--- config.mk ---
export PLATFORM = sky130hd
export DESIGN_NAME = btb_update_ctrl
export DESIGN_NICKNAME = d
export VERILOG_FILES = /design/src/rtl/btb_update_ctrl.sv
export SDC_FILE = /design/constraint.sdc
export NUM_CORES = 1
export LEC_CHECK = 0
export CAP_MARGIN = 20
export CORE_ASPECT_RATIO = 1.5
export CORE_UTILIZATION = 40
export CTS_BUF_LIST = sky130_fd_sc_hd__clkbuf_8 sky130_fd_sc_hd__clkbuf_16
export CTS_CLUSTER_DIAMETER = 200
export DETAILED_ROUTE_END_ITERATION = 8
export PLACE_DENSITY = 0.65
export SLEW_MARGIN = 5
export SYNTH_ARGS = -nofsm -noshare
export SYNTH_HDL_FRONTEND = slang
export SYNTH_SLANG_ARGS = --single-unit
export TNS_END_PERCENT = 1
--- constraint.sdc ---
create_clock -name clk -period 4.25 [get_ports clk]
set_input_delay 0.6375 -clock clk [delete_from_list [all_inputs] [get_ports clk]]
set_output_delay 0.6375 -clock clk [all_outputs]
set_load 0.05 [all_outputs]
--- src/rtl/btb_update_ctrl.sv ---
// rtl/btb_update_ctrl.sv - BTB write sequencer: two buffered update ports, round-robin issue, invalidate sweep.
// Optional tail-entry merge is enabled with `define BTB_UPD_MERGE_EN.
module btb_update_ctrl #(
   parameter int INDEX_BITS = 8,
   parameter int QDEPTH     = 4
) (
   input  logic                  clk,
   input  logic                  rst_n,
   input  logic                  bu0_valid,
   output logic                  bu0_ready,
   input  logic [31:0]           bu0_pc,
   input  logic [31:0]           bu0_target,
   input  logic                  bu0_taken,
   input  logic                  bu1_valid,
   output logic                  bu1_ready,
   input  logic [31:0]           bu1_pc,
   input  logic [31:0]           bu1_target,
   input  logic                  bu1_taken,
   input  logic                  btb_busy,
   input  logic                  flush_req,
   output logic                  upd_valid,
   output logic                  upd_inval,
   output logic [INDEX_BITS-1:0] upd_index,
   output logic [29-INDEX_BITS:0] upd_tag,
   output logic [31:0]           upd_target,
   output logic                  flushing,
   output logic                  flush_done
);
   localparam int PW = $clog2(QDEPTH);

   typedef enum logic {S_RUN = 1'b0, S_FLUSH = 1'b1} state_t;
   state_t state_q, state_d;

   logic [1:0]  in_valid, in_taken, ready_w, full, nonempty, accept, push, pop;
   logic [29:0] in_pc  [2];
   logic [31:0] in_tgt [2];
   logic [29:0] pc_mem  [2][QDEPTH];
   logic [31:0] tgt_mem [2][QDEPTH];
   logic [PW:0] wr_q [2];
   logic [PW:0] rd_q [2];
   logic [PW:0] occ  [2];
   logic [PW-1:0] tail_ptr [2];
   logic        rr_q, rr_d, sel, clr, issue_ok, sweep_issue;
   logic [INDEX_BITS-1:0] cnt_q, cnt_d;
   logic        upd_valid_q, upd_inval_q, flush_done_q;
   logic [INDEX_BITS-1:0] upd_index_q;
   logic [29-INDEX_BITS:0] upd_tag_q;
   logic [31:0] upd_target_q;
   logic [29:0] head_pc;
   logic [31:0] head_tgt;
   logic        unused_pc_bits;
`ifdef BTB_UPD_MERGE_EN
   logic [1:0]  tail_hit, merge;
`endif

   assign in_valid  = {bu1_valid, bu0_valid};
   assign in_taken  = {bu1_taken, bu0_taken};
   assign in_pc[0]  = bu0_pc[31:2];
   assign in_pc[1]  = bu1_pc[31:2];
   assign in_tgt[0] = bu0_target;
   assign in_tgt[1] = bu1_target;
   assign unused_pc_bits = ^{bu0_pc[1:0], bu1_pc[1:0]};

   always_comb begin
      for (int p = 0; p < 2; p++) begin
         occ[p]      = wr_q[p] - rd_q[p];
         full[p]     = (occ[p] == (PW+1)'(QDEPTH));
         nonempty[p] = (occ[p] != '0);
         tail_ptr[p] = wr_q[p][PW-1:0] - PW'(1);
`ifdef BTB_UPD_MERGE_EN
         tail_hit[p] = nonempty[p] &&
                       (pc_mem[p][tail_ptr[p]][INDEX_BITS-1:0] == in_pc[p][INDEX_BITS-1:0]);
`endif
      end
   end

   always_ff @(posedge clk or posedge rst_n) begin
      if (rst_n) state_q <= S_RUN;
      else       state_q <= state_d;
   end

   always_comb begin
      state_d = state_q;
      cnt_d   = cnt_q;
      case (state_q)
         S_RUN:   if (flush_req) state_d = S_FLUSH;
         S_FLUSH: if (!btb_busy) begin
            cnt_d = cnt_q + INDEX_BITS'(1);
            if (&cnt_q) state_d = S_RUN;
         end
         default: state_d = S_RUN;
      endcase
   end

   // Ready is held low during reset and whenever a sweep owns the table.
   always_comb begin
      flushing    = (state_q == S_FLUSH);
      clr         = (state_q == S_RUN) && flush_req;
      issue_ok    = (state_q == S_RUN) && !btb_busy && !flush_req;
      sweep_issue = (state_q == S_FLUSH) && !btb_busy;
      for (int p = 0; p < 2; p++) begin
`ifdef BTB_UPD_MERGE_EN
         ready_w[p] = !rst_n && (state_q == S_RUN) && (!full[p] || tail_hit[p]);
`else
         ready_w[p] = !rst_n && (state_q == S_RUN) && !full[p];
`endif
      end
   end

   assign bu0_ready = ready_w[0];
   assign bu1_ready = ready_w[1];

   always_comb begin
      sel    = (&nonempty) ? rr_q : nonempty[1];
      pop[0] = issue_ok && nonempty[0] && !sel;
      pop[1] = issue_ok && nonempty[1] && sel;
      rr_d   = rr_q;
      if (clr)                      rr_d = 1'b0;
      else if (issue_ok && &nonempty) rr_d = ~rr_q;
      head_pc  = pc_mem[sel][rd_q[sel][PW-1:0]];
      head_tgt = tgt_mem[sel][rd_q[sel][PW-1:0]];
      for (int p = 0; p < 2; p++) begin
         accept[p] = in_valid[p] && ready_w[p] && in_taken[p] && !clr;
`ifdef BTB_UPD_MERGE_EN
         // The head of a one-entry FIFO is leaving this cycle, so it cannot absorb the merge.
         merge[p] = accept[p] && tail_hit[p] && !(pop[p] && (occ[p] == (PW+1)'(1)));
         push[p]  = accept[p] && !merge[p];
`else
         push[p]  = accept[p];
`endif
      end
   end

   always_ff @(posedge clk) begin
      for (int p = 0; p < 2; p++) begin
         if (push[p]) begin
            pc_mem[p][wr_q[p][PW-1:0]]  <= in_pc[p];
            tgt_mem[p][wr_q[p][PW-1:0]] <= in_tgt[p];
         end
`ifdef BTB_UPD_MERGE_EN
         else if (merge[p]) begin
            pc_mem[p][tail_ptr[p]]  <= in_pc[p];
            tgt_mem[p][tail_ptr[p]] <= in_tgt[p];
         end
`endif
      end
   end

   always_ff @(posedge clk or posedge rst_n) begin
      if (rst_n) begin
         for (int p = 0; p < 2; p++) begin
            wr_q[p] <= '0;
            rd_q[p] <= '0;
         end
         rr_q         <= 1'b0;
         cnt_q        <= '0;
         upd_valid_q  <= 1'b0;
         upd_inval_q  <= 1'b0;
         upd_index_q  <= '0;
         upd_tag_q    <= '0;
         upd_target_q <= '0;
         flush_done_q <= 1'b0;
      end else begin
         for (int p = 0; p < 2; p++) begin
            if (clr) begin
               wr_q[p] <= '0;
               rd_q[p] <= '0;
            end else begin
               if (push[p]) wr_q[p] <= wr_q[p] + (PW+1)'(1);
               if (pop[p])  rd_q[p] <= rd_q[p] + (PW+1)'(1);
            end
         end
         rr_q         <= rr_d;
         cnt_q        <= cnt_d;
         upd_valid_q  <= sweep_issue || (|pop);
         upd_inval_q  <= sweep_issue;
         flush_done_q <= sweep_issue && (&cnt_q);
         if (sweep_issue) begin
            upd_index_q  <= cnt_q;
            upd_tag_q    <= '0;
            upd_target_q <= '0;
         end else if (|pop) begin
            upd_index_q  <= head_pc[INDEX_BITS-1:0];
            upd_tag_q    <= head_pc[29:INDEX_BITS];
            upd_target_q <= head_tgt;
         end
      end
   end

   assign upd_valid  = upd_valid_q;
   assign upd_inval  = upd_inval_q;
   assign upd_index  = upd_index_q;
   assign upd_tag    = upd_tag_q;
   assign upd_target = upd_target_q;
   assign flush_done = flush_done_q;
endmodule

Word level (Yosys, flattened, before mapping):

Memory sizes are Yosys's and may differ from the RTL's.
Cells that the tools add are included.

* register bits after elaboration: 87
* RAM bits: 496
* memories: 2

* add/subtract/negate cells: 7
* magnitude comparators: 6
* equality and inequality tests: 2
* multiplexer cells: 44
* bitwise operators: 7
* reductions and logical operators: 41

Memories
* tgt_mem: depth 2, bits a word 128, read ports 1, clocked after Yosys merged registers in 0, wr ports 2, RTL line 38 `logic [31:0] tgt_mem [2][QDEPTH];`
* pc_mem: depth 2, bits a word 120, read ports 1, clocked after Yosys merged registers in 0, wr ports 2, RTL line 37 `logic [29:0] pc_mem [2][QDEPTH];`

Operators by type and width (number)
* 128-bit two-way mux: 2
* 120-bit two-way mux: 2
* 32-bit two-way mux: 6
* 32-bit demux with 2-bit select: 2
* 30-bit demux with 2-bit select: 2
* 30-bit two-way mux: 4
* 32-bit binary-select mux with 2-bit select: 1
* 30-bit binary-select mux with 2-bit select: 1
* 22-bit two-way mux: 2
* 3-bit two-way mux: 8
* 1-bit logical AND: 21
* 8-bit two-way mux: 2
* 3-bit by 1-bit adder with 3-bit output, second input constant: 4
* 2-bit nonzero test: 6
* 3-bit greater-or-equal comparator, second input constant: 3
* 2-bit inverter with 3-bit output: 3
* 8-bit by 1-bit adder with 8-bit output, second input constant: 1
* 1-bit two-way mux: 8
* 8-bit AND reduction: 1
* 1-bit zero test: 7
* 3-bit equality test, second input constant: 2
* 3-bit by 1-bit < comparator with 1-bit output, second input constant: 2
* 2-bit two-way mux: 3
* 3-bit nonzero test: 2
* other kinds (8): 12

Longest topological paths before layout:

Gate-level depths: netlist (run 1).

* depth after elaboration: 14
* gate-level depth with buffers: 9
* depth with buffers taken out: 8

Worst setup path after synthesis (run 1):

Ideal clock, no wire load.

* kind: register to register
* start point: register wr_q[3] (netlist name)
* end point: memory pc_mem[0][0] (netlist name) (enable)
* setup time: 427 ps
* data arrival time: 3124 ps
* data required time: 3823 ps
* setup slack: 699 ps
* cell stages (with the launch flop): 8
* path buffers: 0
* cell sequence: dfrtp_1 -> inv_1 -> ha_1 -> nor2b_1 -> xnor2_2 -> a21oi_1 -> nor2b_1 -> and2_1

RTL lines
* start: declaration: RTL line 39 `logic [PW:0] wr_q [2];`
* start signal: indexed assignment: RTL line 169 `if (push[p]) wr_q[p] <= wr_q[p] + (PW+1)'(1);`
* end: declaration: RTL line 37

Worst setup path in the final report (run 1):

* start point: register rd_q[3] (netlist name)
* end point: output port bu0_ready

* word-level cells in the longest chain between the ends: 4

Ends and longest elaborated chain
* start: declaration: RTL line 40 `logic [PW:0] rd_q [2];`
* start signal: indexed assignment: RTL line 170 `if (pop[p]) rd_q[p] <= rd_q[p] + (PW+1)'(1);`
* 3-bit subtractor: RTL line 66 `occ[p] = wr_q[p] - rd_q[p];`
* 3-bit equality test: RTL line 67 `full[p] = (occ[p] == (PW+1)'(QDEPTH));`
* 1-bit zero test: RTL line 105 `ready_w[p] = !rst_n && (state_q == S_RUN) && !full[p];`
* 1-bit logical AND: RTL line 105
* end: declaration: RTL line 10 `output logic bu0_ready,`

Every way passes these cells.

==> reports/results.ini, run 1 <==
[clock_network]
cts_sinks = 583
clk_latency_ns = 0.60
cts-htree-levels = 2
cts_resized = 0
hold_buffers = 0
cts-root-buf = clkbuf_16
path_clk_slew_ns = 0.06
cts.path.max_buffers = 3
cts_tree = done
numCtsBuffers = 54
post_cts_buffers = 0

[setup_path]
worst_ep_arrival_time_ns = 3.04
cp_data_required_time_ns = 3.61
cp-end-kind = primary output
start_kind = flop
worstPathMaxFanout = 23
critPathKind = flop to primary output

[yosys]
yosys_warnings = 0
synth_edf_count = 496
synth_commonest_cells = edfxtp_1 (496), mux2i_1 (250), a2111oi_0 (122), dfrtp_1 (87), nor2b_1 (69)
netlist.area_leader.share_pct = 64.44
yosysSeqAreaShare_pct = 73.86
async_flop_share_pct = 14.92
synth.avg_cell_area_um2 = 17.59
syn-cell-area_um2 = 23110
ys_ff_latch = 583
synth_area_leaders = edfxtp_1 (64%), mux2i_1 (11%), dfrtp_1 (9.4%)
yosys.area.top_type = edfxtp_1
yosysMostFrequentCell = edfxtp_1
synth_cells = 1314
yosysUniqueCellTypes = 45
synth-main-ff-cell = edfxtp_1
synth_nets = 1465

[die]
die_w_um = 198.3
boundaryPins = 204
row_count = 107
initial_utilization_pct = 40.62
core_um2 = 56900
die_y_um = 296.4
dieArea_um2 = 58770

[cells_and_area]
nNetsFinal = 1667
drive_above_1_share_pct = 9.487
stdcell_count = 2327
fillerInstances = 4769
fin_util_pct = 49.03
area_growth_pct = 20.70
final_area_um2 = 27900

[timing]
maxSlewViolCount = 0
rsz0062_at_grt = no
holdWs_ns = 0.5045
fin_crit_sh_pct = 86.42
setup_viol = 0
fin_crit_ns = 3.673
finalWorstSetupSlack_ns = 0.5770
worst_pin_slew_ns = 1.121
max_slew_margin_pct = 25.30
hold_violations = 0
tns_ns = 0
skew_ns = 0.02544
fmax_mhz = 272.3

[global_routing]
grt_pass1_vias = 13330
grt_util_met2_pct = 35.28
met3_usage_pct = 3.175
grt_overflow = 0
track_usage_pct = 19.98
busiest_layer = met2
grt_max_degree = 189
grt_first_pass_wirelength_um = 85060
grt_antenna_before_repair = 7
met1_usage_pct = 24.58

[drt]
drc = 0
drtAntennaViolNets = 0
dr.pass1.iters = 5
dr_total_vias = 12790
drtIter0Drc = 812
viasPerCell = 5.498
wirelength_um = 58300
routedWlPerCell_um = 25.05

[placed_design]
placed_area_um2 = 26070
port_buffers = 199
gp_congestion = 0.7507
hpwl_um = 32520
dp_cells = 2223
dp_slack_ns = 0.7544

[power]
p_leak_nw = 9.174
switchingPower_mw = 3.073
p_sw_share_pct = 24.31
powerDensity_nw_per_um2 = 453.1
vdd_drop_max_mv = 0.2758
seqPwrFrac_pct = 50.2
combPwrFrac_pct = 11.1
p_int_mw = 9.568
clockPowerShare_pct = 38.8
power_mw = 12.64

[hold_path]
hold_class = flop to flop

[flow_run]
maxCapViolCount = 0

[status]
status = finished clean

-- state kept, by name (all words and copies together), names as in the netlist --
| signal | flops |
|---|---|
| pc_mem | 240 |
| cnt_q | 8 |
| wr_q | 6 |
| tgt_mem | 256 |
| upd_index | 8 |
| flush_done | 1 |
| rd_q | 6 |
| flushing | 1 |
| rr_q | 1 |
| upd_inval | 1 |
| upd_valid | 1 |
| upd_tag | 22 |
| upd_target | 32 |
-- layer usage --
metal	share of wire, %	vias to the layer above
met3	4.6	97
met1	41	6633
li1	-	5715
met4	2.9	6
met2	52	342
met5	0.062	-
-- kinds of logic (layout without fill, tap and decap cells) --
kind of cell,after synthesis,after routing,share of synthesized area [%]
buffers and inverters,97,343,1.927
AND/OR/NAND/NOR,139,139,3.383
other,0,4,0
AO/OA/AOI/OAI,208,208,8.190
multiplexers,251,251,10.87
adder cells (fa/ha/maj),15,15,0.8120
flip-flops,583,583,73.86
XOR/XNOR,21,21,0.9581
-- path summary, 6_finish.rpt --
kind / from / end / slack [ns] / cells after the start
worst max-delay path: rd_q[3] / bu0_ready / 0.58 / 5
worst min-delay path: cnt_q[5] / cnt_q[5] / 0.50 / 1
worst max register to register: rd_q[3] / pc_mem[0][108] / 0.97 / 7
worst min register to register: cnt_q[5] / cnt_q[5] / 0.50 / 1
max in group asynchronous: rst_n / upd_tag[12] / 2.95 / 3
min in group asynchronous: rst_n / upd_valid / 0.51 / 2
-- cell usage in the layout (no fill, tap or decap), drive strengths merged, types with 24 or more instances in the layout --
cell,synthesis,layout
nor2b,69,69
edfxtp,496,496
buf,34,34
clkdlybuf4s50,0,199
clkbuf,53,60
a221o,54,54
a2111oi,124,124
inv,10,24
mux2i,250,250
dfrtp,87,87
-- area by class of cell --
type | instances | area [um^2] | area share (%)
flip-flops and latches | 583 | 17080 | 61.22
inverters | 10 | 40.04 | 0.1435
clock buffers | 60 | 1434 | 5.139
well taps | 763 | 954.7 | 3.422
diodes | 4 | 10.01 | 0.03588
repair buffers | 233 | 2372 | 8.503
multi-input cells | 634 | 5627 | 20.17
clock inverters | 40 | 382.9 | 1.372
-- worst max-delay path, cell delays in order, from the launching register on --
cell and delay, ns:
dfrtp_4 0.68, ha_1 0.22, nor2b_1 0.33, xnor2_2 0.17, a21boi_0 0.22, clkdlybuf4s50_1 0.83
-- power groups by stage --
| stage | registers [mW] | clock network, mW | logic, mW |
|---|---|---|---|
| floorplan | 6.54 | 0 | 0.770 |
| detailed placement | 6.46 | 0 | 1.40 |
| CTS | 6.34 | 5.01 | 1.40 |
| global route | 6.35 | 5.21 | 1.49 |
| global placement | 6.46 | 0 | 1.38 |
| finish | 6.34 | 4.90 | 1.40 |
Power figures use the tool's default switching activity.
==> run 2, diff against run 1 <==
Settings changed: ABC_CLOCK_PERIOD_IN_PS set to 4250, CTS_BUF_LIST sky130_fd_sc_hd__clkbuf_8 sky130_fd_sc_hd__clkbuf_16 to sky130_fd_sc_hd__clkbuf_4.
==> run 2 against run 1 <==
  * Flip-flop and latch count unchanged
  * Die area unchanged
  * Final cell count up 6.7%
  * Sequential power about the same
  * Routed wire length up 2.0%
  * Worst setup slack worse by 0.28 ns
  * Critical path depth unchanged
  * Clock power down 7.3%
  * Power down 2.9%
  * Clock skew up 0.035 ns
  * Via count up 5.2%
  * Highest routed layer unchanged
==> reports/results.ini, run 2 (synthesized netlist as in run 1, its figures left out) <==
[global_routing]
grt_max_degree = 189  ; unchanged
grt_overflow = 0  ; unchanged
grt_antenna_before_repair = 10  ; was 7
track_usage_pct = 20.49  ; was 19.98%
grt_first_pass_wirelength_um = 86780  ; was 85060 um
grt_pass1_vias = 14200  ; was 13330

[status]
status = finished clean  ; unchanged

[clock_network]
post_cts_buffers = 0  ; unchanged
cts_tree = done  ; unchanged
path_clk_slew_ns = 0.08  ; was 0.06 ns
cts_sinks = 583  ; unchanged
cts-root-buf = clkbuf_4  ; was clkbuf_16
cts_resized = 0  ; unchanged
numCtsBuffers = 139  ; was 54
hold_buffers = 0  ; unchanged
clk_latency_ns = 0.88  ; was 0.60 ns
cts.path.max_buffers = 3  ; unchanged
cts-htree-levels = 4  ; was 2

[die]
initial_utilization_pct = 40.62  ; unchanged
core_um2 = 56900  ; unchanged
boundaryPins = 204  ; unchanged
dieArea_um2 = 58770  ; unchanged
die_w_um = 198.3  ; unchanged
row_count = 107  ; unchanged
die_y_um = 296.4  ; unchanged

[cells_and_area]
fin_util_pct = 49.00  ; was 49.03%
final_common_cell = edfxtp_1  ; unchanged
layout_common_cells = edfxtp_1 (496), mux2i_1 (250), clkbuf_4 (201)  ; was edfxtp_1 (496), mux2i_1 (250), clkdlybuf4s50_1 (199)
final_area_um2 = 27880  ; was 27900 um^2
fillerInstances = 4852  ; was 4769
drive_above_1_share_pct = 16.81  ; was 9.487%
area_growth_pct = 20.63  ; was 20.70%
multiInputGateArea_um2 = 5627  ; unchanged
nNetsFinal = 1752  ; was 1667
register_area_um2 = 17080  ; unchanged
largest_reg_flops = 256  ; unchanged

[power]
clockPowerShare_pct = 37.0  ; was 38.8%
p_int_mw = 9.089  ; was 9.568 mW
switchingPower_mw = 3.188  ; was 3.073 mW
powerDensity_nw_per_um2 = 440.3  ; was 453.1 nW/um^2
p_leak_nw = 9.321  ; was 9.174 nW
p_sw_share_pct = 25.97  ; was 24.31%
seqPwrFrac_pct = 51.6  ; was 50.2%
vdd_drop_max_mv = 0.2315  ; was 0.2758 mV
combPwrFrac_pct = 11.4  ; was 11.1%

[placed_design]
placed_area_um2 = 26070  ; unchanged
port_buffers = 199  ; unchanged
hpwl_um = 32520  ; unchanged
gp_congestion = 0.7507  ; unchanged

[drt]
wirelength_um = 59490  ; was 58300 um
dr.pass1.iters = 5  ; unchanged
routedWlPerCell_um = 23.96  ; was 25.05 um
drc = 0  ; unchanged
drtIter0Drc = 718  ; was 812
dr_total_vias = 13450  ; was 12790
drtAntennaViolNets = 0  ; unchanged
viasPerCell = 5.418  ; was 5.498

[setup_path]
r2r_end = tgt_mem[0][97]  ; was pc_mem[0][108]
reg2reg_slack_ns = 0.95  ; was 0.97 ns
critPathKind = flop to primary output  ; unchanged
worst_ep_arrival_time_ns = 3.31  ; was 3.04 ns
reg2reg_depth = 7  ; unchanged
cp_data_required_time_ns = 3.61  ; about the same
worstPathMaxFanout = 23  ; unchanged
cp-end-kind = primary output  ; unchanged
r2r_start = rd_q[3]  ; unchanged
start_kind = flop  ; unchanged

[timing]
worst_pin_slew_ns = 1.108  ; was 1.121 ns
maxSlewViolCount = 0  ; unchanged
setup_viol = 0  ; unchanged
tns_ns = 0  ; unchanged
fin_crit_sh_pct = 92.95  ; was 86.42%
rsz0062_at_grt = no  ; unchanged
holdWs_ns = 0.2441  ; was 0.5045 ns
fin_crit_ns = 3.951  ; was 3.673 ns
skew_ns = 0.06009  ; was 0.02544 ns
max_slew_margin_pct = 26.15  ; was 25.30%
fmax_mhz = 253.1  ; was 272.3 MHz
hold_violations = 0  ; unchanged

[flow_run]
maxCapViolCount = 0  ; unchanged

[hold_path]
hold_class = primary input to asynchronous set/reset pin  ; was flop to flop

-- run 2: layout make-up --
cell class,instances,share of cell area [%]
Sequential cell,583,61.25
Multi-Input combinational cell,634,20.18
Timing Repair Buffer,233,8.508
Clock buffer,201,5.412
Tap cell,763,3.424
Clock inverter,52,1.019
Inverter,10,0.1436
Antenna cell,7,0.06282
-- run 2: metrics by stage --
| step | instances | setup WS [ns] | power, mW |
|---|---|---|---|
| 4_1_cts | 2476 | 0.1029 | 12.41 |
| 2_1_floorplan | 1314 | 0.6989 | 7.307 |
| 3_5_place_dp | 2223 | 0.7544 | 7.864 |
| 6_report | 2483 | 0.2995 | 12.28 |
| 5_1_grt | 2483 | 0.08079 | 12.77 |
| 3_3_place_gp | 2223 | 0.8023 | 7.837 |
-- run 2: per-layer routing --
metal,vias up,track usage [%],part of all wire (%)
li1,6004,-,-
met4,6,10.21,3.5
met5,-,0,0.055
met2,492,35.39,51
met1,6814,23.96,39
met3,138,4.524,5.7
-- run 2: worst max path at each step --
stage / startpoint / endpoint / slack (ns)
floorplan: wr_q[3] / pc_mem[0][0] / 0.70
global placement: rst_n / tgt_mem[1][27] / 0.80
detailed placement: rst_n / pc_mem[1][15] / 0.75
CTS: wr_q[0] / bu1_ready / 0.10
global route: wr_q[0] / bu1_ready / 0.08
finish: rd_q[3] / bu0_ready / 0.30
-- run 2: critical path, stage by stage (launching register included) --
cell	delay [ns]
dfrtp_4	0.69
ha_1	0.22
nor2b_1	0.32
xnor2_2	0.17
a21boi_0	0.22
clkdlybuf4s50_1	0.83
-- run 2: power groups by stage --
stage                     sequential [mW]  combinational (mW)  clock (mW)
after floorplan                      6.54               0.770           0
after global placement               6.46                1.38           0
after detailed placement             6.46                1.40           0
after CTS                            6.34                1.41        4.67
after global routing                 6.34                1.49        4.94
final                                6.34                1.40        4.54
